$ cat src/rtl/uart_receiver.sv
// rtl/uart_receiver.sv - 8N1 UART receive stage with mid-bit sampling and valid/ready byte output
module uart_receiver #(
    parameter int CLOCK_FREQ = 50_000_000,
    parameter int BAUD_RATE  = 115200
) (
    input  logic       clk,
    input  logic       rst_n,
    input  logic       uart_rx,
    output logic [7:0] rx_data,
    output logic       rx_valid,
    input  logic       rx_ready,
    output logic       frame_err,
    output logic       overrun_err,
    output logic       busy
);

    localparam int          BAUD_DIV  = CLOCK_FREQ / BAUD_RATE;
    localparam int          HALF      = BAUD_DIV / 2;
    localparam logic [15:0] BAUD_LAST = 16'(BAUD_DIV - 1);
    localparam logic [15:0] HALF_LAST = 16'(HALF - 1);

    typedef enum logic [2:0] {
        IDLE,
        START,
        DATA,
        STOP,
        BREAK
    } state_t;

    state_t      state;
    state_t      state_next;
    logic        rx_meta;
    logic        rx_sync;
    logic [15:0] baud_cnt;
    logic [2:0]  bit_cnt;
    logic [7:0]  shift_reg;

    logic        baud_clr;
    logic        baud_inc;
    logic        bit_clr;
    logic        bit_inc;
    logic        shift_en;
    logic        stop_good;
    logic        stop_bad;

    // Two-flop synchronizer; idle-high so reset never looks like a start bit
    always_ff @(posedge clk or negedge rst_n) begin
        if (!rst_n) begin
            rx_meta <= 1'b1;
            rx_sync <= 1'b1;
        end else begin
            rx_meta <= uart_rx;
            rx_sync <= rx_meta;
        end
    end

    // FSM state register
    always_ff @(posedge clk or negedge rst_n) begin
        if (!rst_n) begin
            state <= IDLE;
        end else begin
            state <= state_next;
        end
    end

    // Next-state and datapath strobes; the sample point is the last count of each bit period
    always_comb begin
        state_next = state;
        baud_clr   = 1'b0;
        baud_inc   = 1'b0;
        bit_clr    = 1'b0;
        bit_inc    = 1'b0;
        shift_en   = 1'b0;
        stop_good  = 1'b0;
        stop_bad   = 1'b0;
        case (state)
            IDLE: begin
                if (!rx_sync) begin
                    state_next = START;
                    baud_clr   = 1'b1;
                end
            end
            START: begin
                if (baud_cnt == HALF_LAST) begin
                    if (!rx_sync) begin
                        state_next = DATA;
                        baud_clr   = 1'b1;
                        bit_clr    = 1'b1;
                    end else begin
                        state_next = IDLE;
                    end
                end else begin
                    baud_inc = 1'b1;
                end
            end
            DATA: begin
                if (baud_cnt == BAUD_LAST) begin
                    shift_en = 1'b1;
                    baud_clr = 1'b1;
                    if (bit_cnt == 3'd7) begin
                        state_next = STOP;
                    end else begin
                        bit_inc = 1'b1;
                    end
                end else begin
                    baud_inc = 1'b1;
                end
            end
            STOP: begin
                if (baud_cnt == BAUD_LAST) begin
                    baud_clr = 1'b1;
                    if (rx_sync) begin
                        stop_good  = 1'b1;
                        state_next = IDLE;
                    end else begin
                        stop_bad   = 1'b1;
                        state_next = BREAK;
                    end
                end else begin
                    baud_inc = 1'b1;
                end
            end
            BREAK: begin
                // Hold off until the line returns high so a break is not seen as a new start bit
                if (rx_sync) begin
                    state_next = IDLE;
                end
            end
            default: begin
                state_next = IDLE;
            end
        endcase
    end

    // Baud and bit counters
    always_ff @(posedge clk or negedge rst_n) begin
        if (!rst_n) begin
            baud_cnt <= 16'd0;
            bit_cnt  <= 3'd0;
        end else begin
            if (baud_clr) begin
                baud_cnt <= 16'd0;
            end else if (baud_inc) begin
                baud_cnt <= baud_cnt + 16'd1;
            end
            if (bit_clr) begin
                bit_cnt <= 3'd0;
            end else if (bit_inc) begin
                bit_cnt <= bit_cnt + 3'd1;
            end
        end
    end

    // LSB-first shift: each sample enters at bit 7 and walks down to bit 0
    always_ff @(posedge clk or negedge rst_n) begin
        if (!rst_n) begin
            shift_reg <= 8'h00;
        end else if (shift_en) begin
            shift_reg <= {rx_sync, shift_reg[7:1]};
        end
    end

    // Byte delivery, handshake release and one-cycle error pulses
    always_ff @(posedge clk or negedge rst_n) begin
        if (!rst_n) begin
            rx_data     <= 8'h00;
            rx_valid    <= 1'b0;
            frame_err   <= 1'b0;
            overrun_err <= 1'b0;
        end else begin
            frame_err   <= stop_bad;
            overrun_err <= 1'b0;
            if (stop_good && (!rx_valid || rx_ready)) begin
                rx_data  <= shift_reg;
                rx_valid <= 1'b1;
            end else begin
                if (stop_good) begin
                    overrun_err <= 1'b1;
                end
                if (rx_valid && rx_ready) begin
                    rx_valid <= 1'b0;
                end
            end
        end
    end

    assign busy = (state != IDLE);

endmodule

$ cat config.mk
export PLATFORM = sky130hd
export DESIGN_NAME = uart_receiver
export DESIGN_NICKNAME = d
export VERILOG_FILES = /design/src/rtl/uart_receiver.sv
export SDC_FILE = /design/constraint.sdc
export NUM_CORES = 1
export LEC_CHECK = 0
export CAP_MARGIN = 30
export CELL_PAD_IN_SITES_DETAIL_PLACEMENT = 0
export CELL_PAD_IN_SITES_GLOBAL_PLACEMENT = 2
export CORE_AREA = 10 10 86 88
export DETAILED_ROUTE_END_ITERATION = 16
export DIE_AREA = 0 0 96 98
export GPL_ROUTABILITY_DRIVEN = 0
export PLACE_DENSITY = 0.82
export SLEW_MARGIN = 30
export SYNTH_ARGS = -nofsm -noshare
export SYNTH_HDL_FRONTEND = slang
export SYNTH_SLANG_ARGS = --single-unit
$ cat constraint.sdc
create_clock -name clk -period 2.3 [get_ports clk]
set_input_delay 0.23 -clock clk [delete_from_list [all_inputs] [get_ports clk]]
set_output_delay 0.23 -clock clk [all_outputs]
set_load 0.1 [all_outputs]
==> qor.yml <==
status:
  outcome: "completed"
die:
  core_um2: 5750
  die_x_um: 96
  die_area_um2: 9410
  std_cell_rows: 28
  dieHeight_um: 98
  start_util_pct: 37.2
  ios: 16
setup_path:
  cp_cell_sequence: "inv_1, ha_1, nor3b_2, nand4_4, nor2_1, nand4_2, mux2_2"
  crit_slowest_cell: "dfrtp_1"
  cp_max_fo: 8
  required_ns: 2.48
  max_stage_delay_ns: 0.42
  path_delay_family: "simple AND/OR/NAND/NOR gates"
  path_class: "flip-flop to flip-flop"
  worstPathArrival_ns: 2.24
  startpoint_type: "flip-flop"
  endpoint_kind: "flip-flop"
  worst-path-buf-inv: 1
  r2r_slack_ns: 0.24
drt:
  drc: 0
  first_pass_iters: 4
  wl_per_cell_um: 13.8
  viasPerCell: 5.00
  wirelength_mm: 3.88
  vias: 1404
  drt-initial-drc-count: 73
  drtAntennaViolNets: 0
final_layout:
  final_core_util_pct: 42.7
  diodes: 0
  multi_input_area_um2: 1000
  fill_cells: 564
  largest_register_ffs: 16
  num-nets-final: 214
  syn2layout_area_growth_pct: 14.9
  drive_above_1_share_pct: 27.2
  final-seq-area_um2: 1080
  stdcell_area_um2: 2450
clock_tree:
  cts_tree: "yes"
  cts.htree.levels: 2
  clock_sinks: 43
  cts_root_buffer: "clkbuf_8"
  cts_hold_buf: 0
  cts_setup_buffers: 0
  path_clk_slew_ns: 0.09
  cts_resized: 0
  worstSkewPairLatency_ns: 0.29
  cts_buffers: 5
  clock_path_buffers: 2
synth:
  ys_types: 43
  seq_area_frac_synth_pct: 50.5
  syn-num-nets: 194
  syn_area_per_cell_um2: 11.5
  synth-seq-cells: 43
  synthArstFlopShare_pct: 100
  syn_inst: 185
  syn_area_um2: 2140
  yosysMostFrequentCell: "dfrtp_1"
  synth_ff_type: "dfrtp_1"
  synth_common_cells: "41 x dfrtp_1, 28 x nor2_1, 16 x mux2_2"
  yosysWarningCount: 0
  synth-edff-count: 0
  synth.area.top_cells: "dfrtp_1 48%, mux2_2 8.4%, nor2_1 4.9%"
  synth_top_area_share_pct: 48.0
  yosys.area.top_type: "dfrtp_1"
grt:
  grt_overflow: 0
  grt_pass1_vias: 1417
  grt_util_all_layers_pct: 9.12
  grt_max_degree: 44
  antenna_found_initial: 0
  grt_pass1_wl_mm: 7.05
place:
  place_ws_ns: 0.193
  dp_hpwl_mm: 2.75
  dpl-instance-area_um2: 2350
  io_buffer_count: 15
sta:
  rsz0062_at_grt: "no"
  finalSetupTns_ns: 0
  period_minus_slack_ns: 2.06
  timing.slew.headroom_pct: 64.1
  worst_pin_slew_ns: 0.538
  min_period_over_period_pct: 89.6
  maxSlewViolCount: 0
  setup_slack_ns: 0.239
  fmax_mhz: 485
  worst_clock_skew_ns: 0.00463
  setup_viol: 0
  hold_viol: 0
power:
  p_leak_nw: 1.17
  worst_ir_drop_vdd_v: 0.000339
  power_density_nw_per_um2: 520
min_path:
  hold_path_class: "primary input to flip-flop"
flow_run:
  drv_cap: 0
## layer usage
layer  vias to the layer above  GRT usage (%)  wire length [µm]
met4                         0           3.75                63
met3                         4           2.22                95
met1                       694           11.9              1820
met2                        14           14.0              1900
met5                         -              0                 0
li1                        692              -                 -
## layout by cell type (no fill, tap or decap), types with 2 or more instances in the layout
cell / count
nor2b_1: 3
nor4_4: 2
clkbuf_8: 5
nand2_1: 3
o211ai_1: 2
nor4bb_1: 2
ha_1: 5
clkdlybuf4s50_1: 2
nand3_1: 6
or2_2: 2
o21ai_0: 2
a21oi_1: 4
nand4_1: 5
inv_1: 4
buf_4: 19
dfrtp_1: 41
or3_1: 2
o31ai_1: 2
and4_1: 2
nand2b_1: 2
clkinv_4: 2
xnor2_1: 8
mux2i_1: 3
nor3b_2: 3
xor2_1: 6
or4_1: 3
and3_1: 4
nor2_1: 28
dfstp_2: 2
mux2_2: 16
## layout make-up
class                      instances  area share [%]
tap                               75            3.82
inverter                           4           0.612
clock inverter                     3            1.02
timing repair buffer              22            7.03
sequential                        43            43.9
multi-input combinational        129            40.8
clock buffer                       5            2.80
## report_power, final
part	internal [mW]	switching (mW)
Combinational	0.00681	0.0151
Clock	0.217	0.277
Sequential	0.759	0.00255
Total	0.983	0.294
## through the flow
stage	power (mW)	hold WS [ns]	instances
global placement	0.798	0.346	272
detailed placement	0.798	0.347	272
finish	1.28	0.331	281
CTS	1.30	0.119	280
floorplan	0.777	-0.0656	185
global route	1.33	0.345	281
## worst paths after layout
kind                       cells after the start   startpoint      endpoint
setup / recovery                               7  baud_cnt[1]    rx_data[0]
hold / removal                                 1      uart_rx       rx_meta
setup reg to reg                               7  baud_cnt[1]    rx_data[0]
hold reg to reg                                0      rx_meta       rx_sync
max in group asynchronous                      3        rst_n       rx_meta
min in group asynchronous                      2        rst_n  baud_cnt[12]
## logic make-up (layout without fill, tap and decap cells)
| kind of cell | Yosys count | after routing | share of synthesized area (%) |
|---|---|---|---|
| AOI/OAI and AO/OA | 17 | 17 | 5.92 |
| xor gates and xnor gates | 14 | 14 | 5.74 |
| adders and majority gates | 5 | 5 | 2.93 |
| buffers and inverters | 13 | 34 | 2.64 |
| DFF | 43 | 43 | 50.5 |
| muxes | 19 | 19 | 9.84 |
| and+or+nand+nor | 74 | 74 | 22.4 |
No activity file was read; power rests on OpenSTA's default activity.
